<file path="src/rtl/hex_disp_pkg.sv">
// Shared definitions for the multiplexed hex display driver/decoder pair:
// segment pattern table, decoder FSM states and digit geometry.
package hex_disp_pkg;

  localparam int unsigned NUM_DIGITS = 4;
  localparam int unsigned NIB_W      = 4;
  localparam int unsigned SEG_W      = 8;
  localparam int unsigned VALUE_W    = NUM_DIGITS * NIB_W;

  // Active-low a..g patterns indexed by nibble; bit 7 (dp) shown unlit.
  localparam logic [15:0][SEG_W-1:0] SEG_PATTERNS = {
    8'h8E, 8'h86, 8'hA1, 8'hC6, 8'h83, 8'h88, 8'h90, 8'h80,
    8'hF8, 8'h82, 8'h92, 8'h99, 8'hB0, 8'hA4, 8'hF9, 8'hC0
  };

  typedef enum logic [1:0] {
    HUNT    = 2'd0,
    COLLECT = 2'd1,
    PUBLISH = 2'd2
  } state_t;

  // Index of the (single) low bit of an active-low one-hot grid.
  function automatic logic [1:0] grid_to_idx(input logic [NUM_DIGITS-1:0] grid_n);
    logic [1:0] idx;
    idx = '0;
    for (int i = 0; i < int'(NUM_DIGITS); i++) begin
      if (!grid_n[i]) idx = 2'(i);
    end
    return idx;
  endfunction

endpackage

</file>
<file path="src/rtl/hex_seg_decode.sv">
// Combinational 7-segment (active-low a..g) to nibble decoder; err flags
// any pattern that is not one of the sixteen hex glyphs.
module hex_seg_decode
  import hex_disp_pkg::*;
(
  input  logic [6:0]       seg_i,
  output logic [NIB_W-1:0] nib_c_o,
  output logic             err_c_o
);

  always_comb begin
    nib_c_o = '0;
    err_c_o = 1'b1;
    for (int i = 0; i < 16; i++) begin
      if (seg_i == SEG_PATTERNS[i][6:0]) begin
        nib_c_o = NIB_W'(i);
        err_c_o = 1'b0;
      end
    end
  end

endmodule

</file>
<file path="src/rtl/hex_display_decoder.sv">
// Reads back a multiplexed 4-digit hex display: registers the grid/segment
// bus, debounces each digit, decodes it and publishes whole scan frames.
module hex_display_decoder
  import hex_disp_pkg::*;
#(
  parameter int unsigned SETTLE_CYCLES  = 4,
  parameter int unsigned TIMEOUT_CYCLES = 4096
) (
  input  logic                  Clk,
  input  logic                  Reset,
  input  logic [NUM_DIGITS-1:0] hex_grid,
  input  logic [SEG_W-1:0]      hex_seg,
  output logic [VALUE_W-1:0]    value,
  output logic [NUM_DIGITS-1:0] dp,
  output logic                  value_valid,
  output logic                  changed,
  output logic                  seg_err,
  output logic                  stale
);

  localparam int unsigned CNT_W = (SETTLE_CYCLES > 1) ? $clog2(SETTLE_CYCLES) : 1;
  localparam int unsigned TMO_W = (TIMEOUT_CYCLES > 1) ? $clog2(TIMEOUT_CYCLES) : 1;
  localparam logic [CNT_W-1:0] CNT_LAST = CNT_W'(SETTLE_CYCLES - 1);
  localparam logic [TMO_W-1:0] TMO_LAST = TMO_W'(TIMEOUT_CYCLES - 1);

  logic [NUM_DIGITS-1:0] grid_q, grid_p_q;
  logic [SEG_W-1:0]      seg_q, seg_p_q;
  logic [CNT_W-1:0]      cnt_q, cnt_d;
  logic                  done_q, done_d;
  state_t                state_q, state_d;
  logic [NUM_DIGITS-1:0] mask_q, mask_d;
  logic [VALUE_W-1:0]    nib_q, nib_d;
  logic [NUM_DIGITS-1:0] dpc_q, dpc_d;
  logic [NUM_DIGITS-1:0] err_q, err_d;
  logic [TMO_W-1:0]      tmo_q, tmo_d;
  logic [VALUE_W-1:0]    value_q, value_d;
  logic [NUM_DIGITS-1:0] dp_q, dp_d;
  logic                  valid_q, valid_d;
  logic                  changed_q, changed_d;
  logic                  seg_err_q, seg_err_d;
  logic                  stale_q, stale_d;

  logic                  same_c, grid_ok_c, accept_c;
  logic [1:0]            idx_c;
  logic [NIB_W-1:0]      dec_nib_c;
  logic                  dec_err_c;

  hex_seg_decode u_dec (
    .seg_i   (seg_q[6:0]),
    .nib_c_o (dec_nib_c),
    .err_c_o (dec_err_c)
  );

  // Stability filter: one acceptance per run of identical valid samples.
  always_comb begin
    same_c    = (grid_q == grid_p_q) && (seg_q == seg_p_q);
    grid_ok_c = $onehot(~grid_q);
    idx_c     = grid_to_idx(grid_q);
    cnt_d     = '0;
    done_d    = 1'b0;
    accept_c  = 1'b0;
    if (grid_ok_c) begin
      if (same_c) cnt_d = (cnt_q == CNT_LAST) ? cnt_q : cnt_q + CNT_W'(1);
      accept_c = (cnt_d == CNT_LAST) && !(same_c && done_q);
      done_d   = accept_c || (same_c && done_q);
    end
  end

  // Frame assembly FSM: next state and all registered outputs.
  always_comb begin
    state_d   = state_q;
    mask_d    = mask_q;
    nib_d     = nib_q;
    dpc_d     = dpc_q;
    err_d     = err_q;
    tmo_d     = tmo_q;
    value_d   = value_q;
    dp_d      = dp_q;
    valid_d   = 1'b0;
    changed_d = 1'b0;
    seg_err_d = seg_err_q;
    stale_d   = stale_q;

    case (state_q)
      HUNT: begin
        if (accept_c) begin
          nib_d[{idx_c, 2'b00} +: NIB_W] = dec_nib_c;
          dpc_d[idx_c]  = ~seg_q[SEG_W-1];
          err_d[idx_c]  = dec_err_c;
          mask_d[idx_c] = 1'b1;
          tmo_d         = '0;
          state_d       = COLLECT;
        end
      end
      COLLECT: begin
        // Timeout wins over a digit accepted in the same cycle.
        if (tmo_q == TMO_LAST) begin
          stale_d = 1'b1;
          mask_d  = '0;
          err_d   = '0;
          state_d = HUNT;
        end else begin
          tmo_d = tmo_q + TMO_W'(1);
          if (accept_c) begin
            nib_d[{idx_c, 2'b00} +: NIB_W] = dec_nib_c;
            dpc_d[idx_c]  = ~seg_q[SEG_W-1];
            err_d[idx_c]  = dec_err_c;
            mask_d[idx_c] = 1'b1;
            if (mask_d == '1) state_d = PUBLISH;
          end
        end
      end
      PUBLISH: begin
        value_d   = nib_q;
        dp_d      = dpc_q;
        seg_err_d = |err_q;
        changed_d = (nib_q != value_q);
        valid_d   = 1'b1;
        stale_d   = 1'b0;
        mask_d    = '0;
        err_d     = '0;
        state_d   = HUNT;
      end
      default: state_d = HUNT;
    endcase
  end

  always_ff @(posedge Clk or posedge Reset) begin
    if (Reset) begin
      grid_q    <= '1;
      seg_q     <= '1;
      grid_p_q  <= '1;
      seg_p_q   <= '1;
      cnt_q     <= '0;
      done_q    <= 1'b0;
      state_q   <= HUNT;
      mask_q    <= '0;
      nib_q     <= '0;
      dpc_q     <= '0;
      err_q     <= '0;
      tmo_q     <= '0;
      value_q   <= '0;
      dp_q      <= '0;
      valid_q   <= 1'b0;
      changed_q <= 1'b0;
      seg_err_q <= 1'b0;
      stale_q   <= 1'b1;
    end else begin
      grid_q    <= hex_grid;
      seg_q     <= hex_seg;
      grid_p_q  <= grid_q;
      seg_p_q   <= seg_q;
      cnt_q     <= cnt_d;
      done_q    <= done_d;
      state_q   <= state_d;
      mask_q    <= mask_d;
      nib_q     <= nib_d;
      dpc_q     <= dpc_d;
      err_q     <= err_d;
      tmo_q     <= tmo_d;
      value_q   <= value_d;
      dp_q      <= dp_d;
      valid_q   <= valid_d;
      changed_q <= changed_d;
      seg_err_q <= seg_err_d;
      stale_q   <= stale_d;
    end
  end

  assign value       = value_q;
  assign dp          = dp_q;
  assign value_valid = valid_q;
  assign changed     = changed_q;
  assign seg_err     = seg_err_q;
  assign stale       = stale_q;

endmodule
</file>
<file path="config.mk">
export PLATFORM = sky130hd
export DESIGN_NAME = hex_display_decoder
export DESIGN_NICKNAME = d
export VERILOG_FILES = /design/src/rtl/hex_disp_pkg.sv /design/src/rtl/hex_seg_decode.sv /design/src/rtl/hex_display_decoder.sv
export SDC_FILE = /design/constraint.sdc
export NUM_CORES = 1
export LEC_CHECK = 0
export BUFFER_PORTS_ARGS = -buffer_cell sky130_fd_sc_hd__buf_2
export CAP_MARGIN = 20
export CORE_ASPECT_RATIO = 1.5
export CORE_MARGIN = 5
export CORE_UTILIZATION = 25
export CTS_BUF_LIST = sky130_fd_sc_hd__clkbuf_2
export DETAILED_ROUTE_END_ITERATION = 8
export GPL_ROUTABILITY_DRIVEN = 0
export GPL_TIMING_DRIVEN = 0
export HOLD_SLACK_MARGIN = 0.1
export REMOVE_ABC_BUFFERS = 1
export SETUP_SLACK_MARGIN = 0.05
export SLEW_MARGIN = 20
export SYNTH_ARGS = -nofsm -noshare
export SYNTH_HDL_FRONTEND = slang
export SYNTH_SLANG_ARGS = --single-unit
</file>
<file path="constraint.sdc">
create_clock -name Clk -period 3.4 [get_ports Clk]
set_input_delay 0.17 -clock Clk [delete_from_list [all_inputs] [get_ports Clk]]
set_output_delay 0.17 -clock Clk [all_outputs]
set_load 0.02 [all_outputs]
</file>
==> metrics.md, run 1 <==
| Metric | Value |
|---|---|
| FMAX | `0.311 GHz` |
| Sw frac | `0.280` |
| PwrDens | `344 mW/mm^2` |
| Crit-path max cell delay | `630 ps` |
| Worst Setup Start Kind | `flop` |
| WP data arrival | `3690 ps` |
| Nets@finish | `481` |
| Crit-path cells | `fa_1 -> inv_1 -> ha_1 -> ha_1 -> nor3b_4 -> nand3_2 -> or4_4 -> a2111oi_4 -> xnor2_1 -> nor2_1` |
| Yosys warns | `0` |
| Synth top cells by count | `68 x dfrtp_1, 36 x nand2_1, 27 x o21ai_0, 26 x xnor2_1, 25 x dfstp_2` |
| Hold WC Path Type | `in2reg` |
| Area contributors post-synth | `dfrtp_1 37%, dfstp_2 14%, mux2_2 5.9%` |
| Bufs and invs on worst path | `1` |
| Total GRT Usage | `0.0972` |
| Post-synth EDFFs | `0` |
| Power, Total | `1.82 mW` |
| TritonCTS clock tree | `yes` |
| GRT Residual Overflow | `0` |
| Port Buffer Count | `37` |
| # IOs | `38` |
| Cell count after synthesis | `407` |
| Worst setup margin | `180 ps` |
| Peak supply drop | `150 uV` |
| Largest net degree at the start of global routing | `59` |
| Worst Hold End | `seg_q[1]` |
| Worst path slowest cell | `or4_4` |
| Max Root-Sink Buffers | `2` |
| Largest area contributor in the netlist | `dfrtp_1` |
| First-pass GRT wire length | `16800 microns` |
| DRT Pass-1 Iters | `4` |
| CTS Root Cell | `clkbuf_2` |
| Final WL | `10200 microns` |
| Core Region | `0.0179 sq mm` |
| Crit path max fanout | `6` |
| Antenna violations before repair | `1` |
| Iter 0 DRT Violations | `176` |
| Worst R2R Start | `grid_q[0]` |
| Critical Path RT | `3870 ps` |
| Register area | `0.00236 sq mm` |
| Die width | `120 microns` |
| Final clock period utilization by the worst path | `0.947` |
| Outcome | `complete, no violations` |
| Crit. End Element | `flop` |
| ANT nets after route | `0` |
| Via count | `3325` |
| End of the worst register-to-register path | `tmo_q[10]` |
| Dominant synthesized flop cell | `dfrtp_1` |
| Max_cap viols | `0` |
| Number of synthesized register bits | `93` |
| Worst slew pin tran | `730 ps` |
| Clock transition at the registers of the reported paths | `270 ps` |
| Synth Area per Inst | `11.2 sq um` |
| Combinational group share of total power | `0.071` |
| Clk pwr share | `0.290` |
| Final setup viols | `0` |
| Finished Cell Area | `0.00528 sq mm` |
| Final Hold Vio Count | `0` |
| Setup tns final | `0 ps` |
| Period minus WS final | `3220 ps` |
| Layout area overhead | `15.8%` |
| Fin. max-slew vios | `0` |
| Post-DR wirelength/cell | `15.0 microns` |
| Unrepaired setup endpoints after global routing | `no` |
| Worst hold start | `hex_seg[1]` |
| Hold Slack | `174 ps` |
| FFs w/ async S/R, synth | `1.00` |
| Netlist cell types | `61` |
| DR DRC count | `0` |
| Hold path cells | `2` |
| Int Pwr | `1.31 mW` |
| HPWL after DPL | `7120 microns` |
| Die ar. | `0.0211 sq mm` |
| Layout cells sized above 1 | `0.280` |
| Seq pwr share | `0.640` |
| Setup WS pre-CTS | `-286 ps` |
| Post-Syn Area | `0.00456 sq mm` |
| Area fraction of the dominant cell type after synthesis | `0.373` |
| Slew headroom | `0.514` |
| Num CTS Buffers | `9` |
| Area of the multi-input gates | `0.00208 sq mm` |
| Crit Path Class | `reg2reg` |
| Most instantiated library cell after synthesis | `dfrtp_1` |
| H-tree Lvls | `3` |
| Seq/Total Area, Yosys | `0.517` |
| Clock Latency Late Sink | `610 ps` |
| Layout Skew | `44.6 ps` |
| Worst r2r path cells | `10` |
| Psw | `0.509 mW` |
| Clock sink count | `93` |
| Flop2flop setup slack | `180 ps` |
| Placement-stage cell area | `0.00494 sq mm` |
| Pleak | `2.34 nW` |
| Cell mode on critical path | `ha_1` |
| Via-to-Cell Ratio | `4.88` |
| Vias in the first global route | `3479` |
| Initial Utilization | `0.254` |
| Rows | `60` |
| Die Height | `175 microns` |
| Fillers | `1832` |
| Delay-heaviest family, CP | `simple AND/OR/NAND/NOR gates` |
## placed cells by master, fill, tap and decap left out, types with 15 or more instances in the layout
cell type   n
a21oi_1    16
nand3_1    15
nor2_1     22
mux2_2     24
nand2_1    36
dfstp_2    25
xnor2_1    26
o21ai_0    27
buf_2      37
dfrtp_1    68
## sequential cells by signal, summed over array words and instances (netlist names), 2 cells and up
signal	cells
cnt_q	2
dp	4
dpc_q	4
err_q	4
grid_p_q	4
grid_q	4
mask_q	4
nib_q	16
seg_p_q	8
seg_q	8
state_q	2
tmo_q	12
value	16
## what timing repair did
| action | 4_1_cts | 5_1_grt |
|---|---|---|
| gates cloned | 0 | 1 |
| endpoints found under the hold margin | 97 | 0 |
| gates resized for setup | 3 | 3 |
| pin swaps | 2 | 3 |
| buffers inserted | 2 | 4 |
| hold buffers | 14 | 0 |
| setup endpoints to repair | 39 | 16 |
## logic make-up (layout without fill, tap and decap cells)
family          Yosys count  count (layout)  synth area share
mux                      27              27            0.0659
simple gates            125             126             0.146
other cells               0               1                 0
xor+xnor                 37              37            0.0785
buf+inv                  32              88            0.0348
compound gates           85              85             0.134
fa+ha+maj                 8               8            0.0236
flops                    93              93             0.517
## metal layers
metal  track usage  wire (microns)  up-vias
li1              -               -     1563
met1         0.110            4150     1655
met2         0.174            5390       87
met3        0.0180             387       20
met4        0.0491             287        0
met5             0               0        -
## worst max path at each step
stage / from / end / slack (ps) / cells past startpoint
6_report: grid_q[0] / tmo_q[10] / 180 / 10
5_1_grt: grid_q[0] / tmo_q[10] / 30 / 10
4_1_cts: grid_q[3] / tmo_q[8] / 70 / 10
3_5_place_dp: grid_q[3] / nib_q[1] / -290 / 9
3_3_place_gp: Reset / value[7] / -210 / 2
2_1_floorplan: grid_q[3] / tmo_q[10] / 350 / 10
## final cells by class
cell class,count,area share
Sequential cell,93,0.447
Multi-Input combinational cell,283,0.395
Timing Repair Buffer,58,0.0754
Tap cell,217,0.0514
Clock inverter,7,0.0126
Inverter,14,0.0104
Clock buffer,9,0.00853
Antenna cell,1,0.000474
## worst register-to-register path, delay by kind of cell, from the launching register on
kind,cells,cell delay (ps)
AOI/OAI and AO/OA,1,400
xor gates and xnor gates,1,160
adders and majority gates,3,1020
buffers and inverters,1,40
DFF,1,450
and+or+nand+nor,4,1070
## power groups by stage
| stage | sequential, mW | combinational, mW | clock [mW] |
|---|---|---|---|
| floorplan | 1.17 | 0.0693 | 0 |
| global placement | 1.18 | 0.0933 | 0 |
| detailed placement | 1.18 | 0.100 | 0 |
| CTS | 1.17 | 0.115 | 0.563 |
| global route | 1.17 | 0.142 | 0.602 |
| finish | 1.16 | 0.128 | 0.526 |
## through the flow
| stage | std cells | utilization |
|---|---|---|
| after CTS | 676 | 0.291 |
| final | 682 | 0.294 |
| after detailed placement | 644 | 0.275 |
| after global placement | 643 | 0.274 |
| after floorplan | 389 | - |
| after global routing | 682 | 0.294 |
No activity file was read; power rests on OpenSTA's default activity.
==> run 2, diff against run 1 <==
--- a/config.mk
+++ b/config.mk
@@ -7,7 +7,6 @@
 export LEC_CHECK = 0
 export BUFFER_PORTS_ARGS = -buffer_cell sky130_fd_sc_hd__buf_2
 export CAP_MARGIN = 20
-export CORE_ASPECT_RATIO = 1.5
 export CORE_MARGIN = 5
 export CORE_UTILIZATION = 25
 export CTS_BUF_LIST = sky130_fd_sc_hd__clkbuf_2
==> run 2 against run 1 <==
Against the previous run: wire length is 2.5% lower; critical path depth up 1; critical path type unchanged; critical endpoint unchanged; largest power group unchanged; largest cell class unchanged; sequential share of layout area decreased by 0.34 points.
==> metrics.md, run 2 (synthesized netlist as in run 1, its figures left out) <==
| Metric | Value |
|---|---|
| FMAX | `0.308 GHz` |
| Initial Utilization | `0.254` |
| Num CTS Buffers | `9` |
| Placed Instances | `656` |
| Antenna violations before repair | `1` |
| Sw frac | `0.281` |
| Crit-path max cell delay | `550 ps` |
| Die width | `145 microns` |
| Bufs and invs on worst path | `2` |
| Cell mode on critical path | `ha_1` |
| WP data arrival | `3710 ps` |
| # IOs | `38` |
| Rows | `49` |
| Peak supply drop | `203 uV` |
| Layout cells sized above 1 | `0.289` |
| Finished Layout Cells | `697` |
| Crit. End Element | `flop` |
| Period minus WS final | `3250 ps` |
| HPWL after DPL | `6910 microns` |
| Post-DR wirelength/cell | `14.3 microns` |
| Port Buffer Count | `37` |
| Worst path slowest cell | `or4_4` |
| Final Util | `0.296` |
| Clock Latency Late Sink | `580 ps` |
| Core Region | `0.0180 sq mm` |
| Int Pwr | `1.31 mW` |
| Unrepaired setup endpoints after global routing | `no` |
| Most common cell after layout, fill and taps aside | `dfrtp_1` |
| Outcome | `complete, no violations` |
| GRT Residual Overflow | `0` |
| Layout Skew | `35.3 ps` |
| H-tree Lvls | `3` |
| ANT nets after route | `0` |
| Delay-heaviest family, CP | `adder cells` |
| Pleak | `2.35 nW` |
| Max Root-Sink Buffers | `2` |
| Iter 0 DRT Violations | `195` |
| Combinational group share of total power | `0.067` |
| Crit path max fanout | `6` |
| Layout area overhead | `16.7%` |
| Most frequent cells in the layout | `68 x dfrtp_1, 38 x buf_2, 36 x nand2_1, 27 x o21ai_0, 26 x xnor2_1` |
| Die ar. | `0.0210 sq mm` |
| Hold Slack | `188 ps` |
| TritonCTS clock tree | `yes` |
| Final WL | `9950 microns` |
| Clock sink count | `93` |
| Worst slew pin tran | `785 ps` |
| First-pass GRT wire length | `16600 microns` |
| Nets@finish | `484` |
| Clk pwr share | `0.292` |
| Die Height | `145 microns` |
| Critical Path RT | `3860 ps` |
| Hold WC Path Type | `in2async` |
| Final setup viols | `0` |
| Worst Setup Start Kind | `flop` |
| Via count | `3298` |
| Via-to-Cell Ratio | `4.73` |
| Total GRT Usage | `0.0948` |
| Clock transition at the registers of the reported paths | `290 ps` |
| Fin. max-slew vios | `0` |
| Largest net degree at the start of global routing | `54` |
| DRT Pass-1 Iters | `8` |
| Slew headroom | `0.477` |
| Seq pwr share | `0.641` |
| Final clock period utilization by the worst path | `0.956` |
| Vias in the first global route | `3241` |
| Max_cap viols | `0` |
| Final Hold Vio Count | `0` |
| DR DRC count | `0` |
| CTS Root Cell | `clkbuf_2` |
| PwrDens | `341 mW/mm^2` |
| Crit-path cells | `fa_1 -> inv_1 -> ha_1 -> ha_1 -> nor3b_4 -> nand3_2 -> or4_4 -> buf_12 -> a2111oi_4 -> xnor2_1 -> nor2_1` |
| Psw | `0.510 mW` |
| Crit Path Class | `reg2reg` |
-- run 2: routing by layer --
layer  vias up  share of wire  global-route usage
met4         0          0.015              0.0282
met1      1624           0.45               0.126
met5         -              0                   0
li1       1561              -                   -
met3        13          0.055              0.0278
met2       100           0.48               0.151
-- run 2: final timing paths --
check | startpoint | end | slack, ps | cells after the start
max | grid_q[0] | tmo_q[10] | 150 | 11
min | Reset | value[14] | 190 | 3
max reg2reg | grid_q[0] | tmo_q[10] | 150 | 11
min reg2reg | grid_q[2] | grid_p_q[2] | 420 | 0
max in group asynchronous | Reset | grid_q[1] | 2460 | 4
min in group Clk | hex_seg[2] | seg_q[2] | 200 | 2
-- run 2: stage by stage --
stage | power [mW] | TNS, ps | instance area [sq um] | setup WS, ps
floorplan | 1.24 | 0 | 4450 | 346
global placement | 1.27 | -16800 | 4920 | -218
detailed placement | 1.28 | -5230 | 4950 | -300
CTS | 1.84 | 0 | 5230 | 57.1
global route | 1.90 | 0 | 5320 | 70.9
finish | 1.81 | 0 | 5320 | 150
-- run 2: worst min-delay path, stage by stage --
cell and delay [ps]:
dlygate4sd3_1 530, buf_2 130, inv_4 460
-- run 2: power by group through the flow --
stage / Sequential (mW) / Combinational, mW / Clock, mW
after floorplan: 1.17 / 0.0693 / 0
after global placement: 1.18 / 0.0925 / 0
after detailed placement: 1.18 / 0.100 / 0
after CTS: 1.17 / 0.114 / 0.560
after global routing: 1.17 / 0.137 / 0.601
final: 1.16 / 0.122 / 0.530
-- run 2: area by class of cell --
cell class / count / area, sq um
fill: 1874 / 12600
multi-input combinational: 282 / 2080
clock inverter: 7 / 67.6
timing repair buffer: 62 / 428
inverter: 14 / 55.1
tap: 229 / 287
sequential: 93 / 2360
antenna: 1 / 2.50
clock buffer: 9 / 45.0
-- run 2: timing repair --
| item | in CTS | in global routing |
|---|---|---|
| hold buffers | 13 | 0 |
| hold endpoints to repair | 70 | 0 |
| resized for setup | 4 | 2 |
| pin swaps | 1 | 3 |
| setup endpoints to repair | 39 | 13 |
| setup buffers | 2 | 9 |
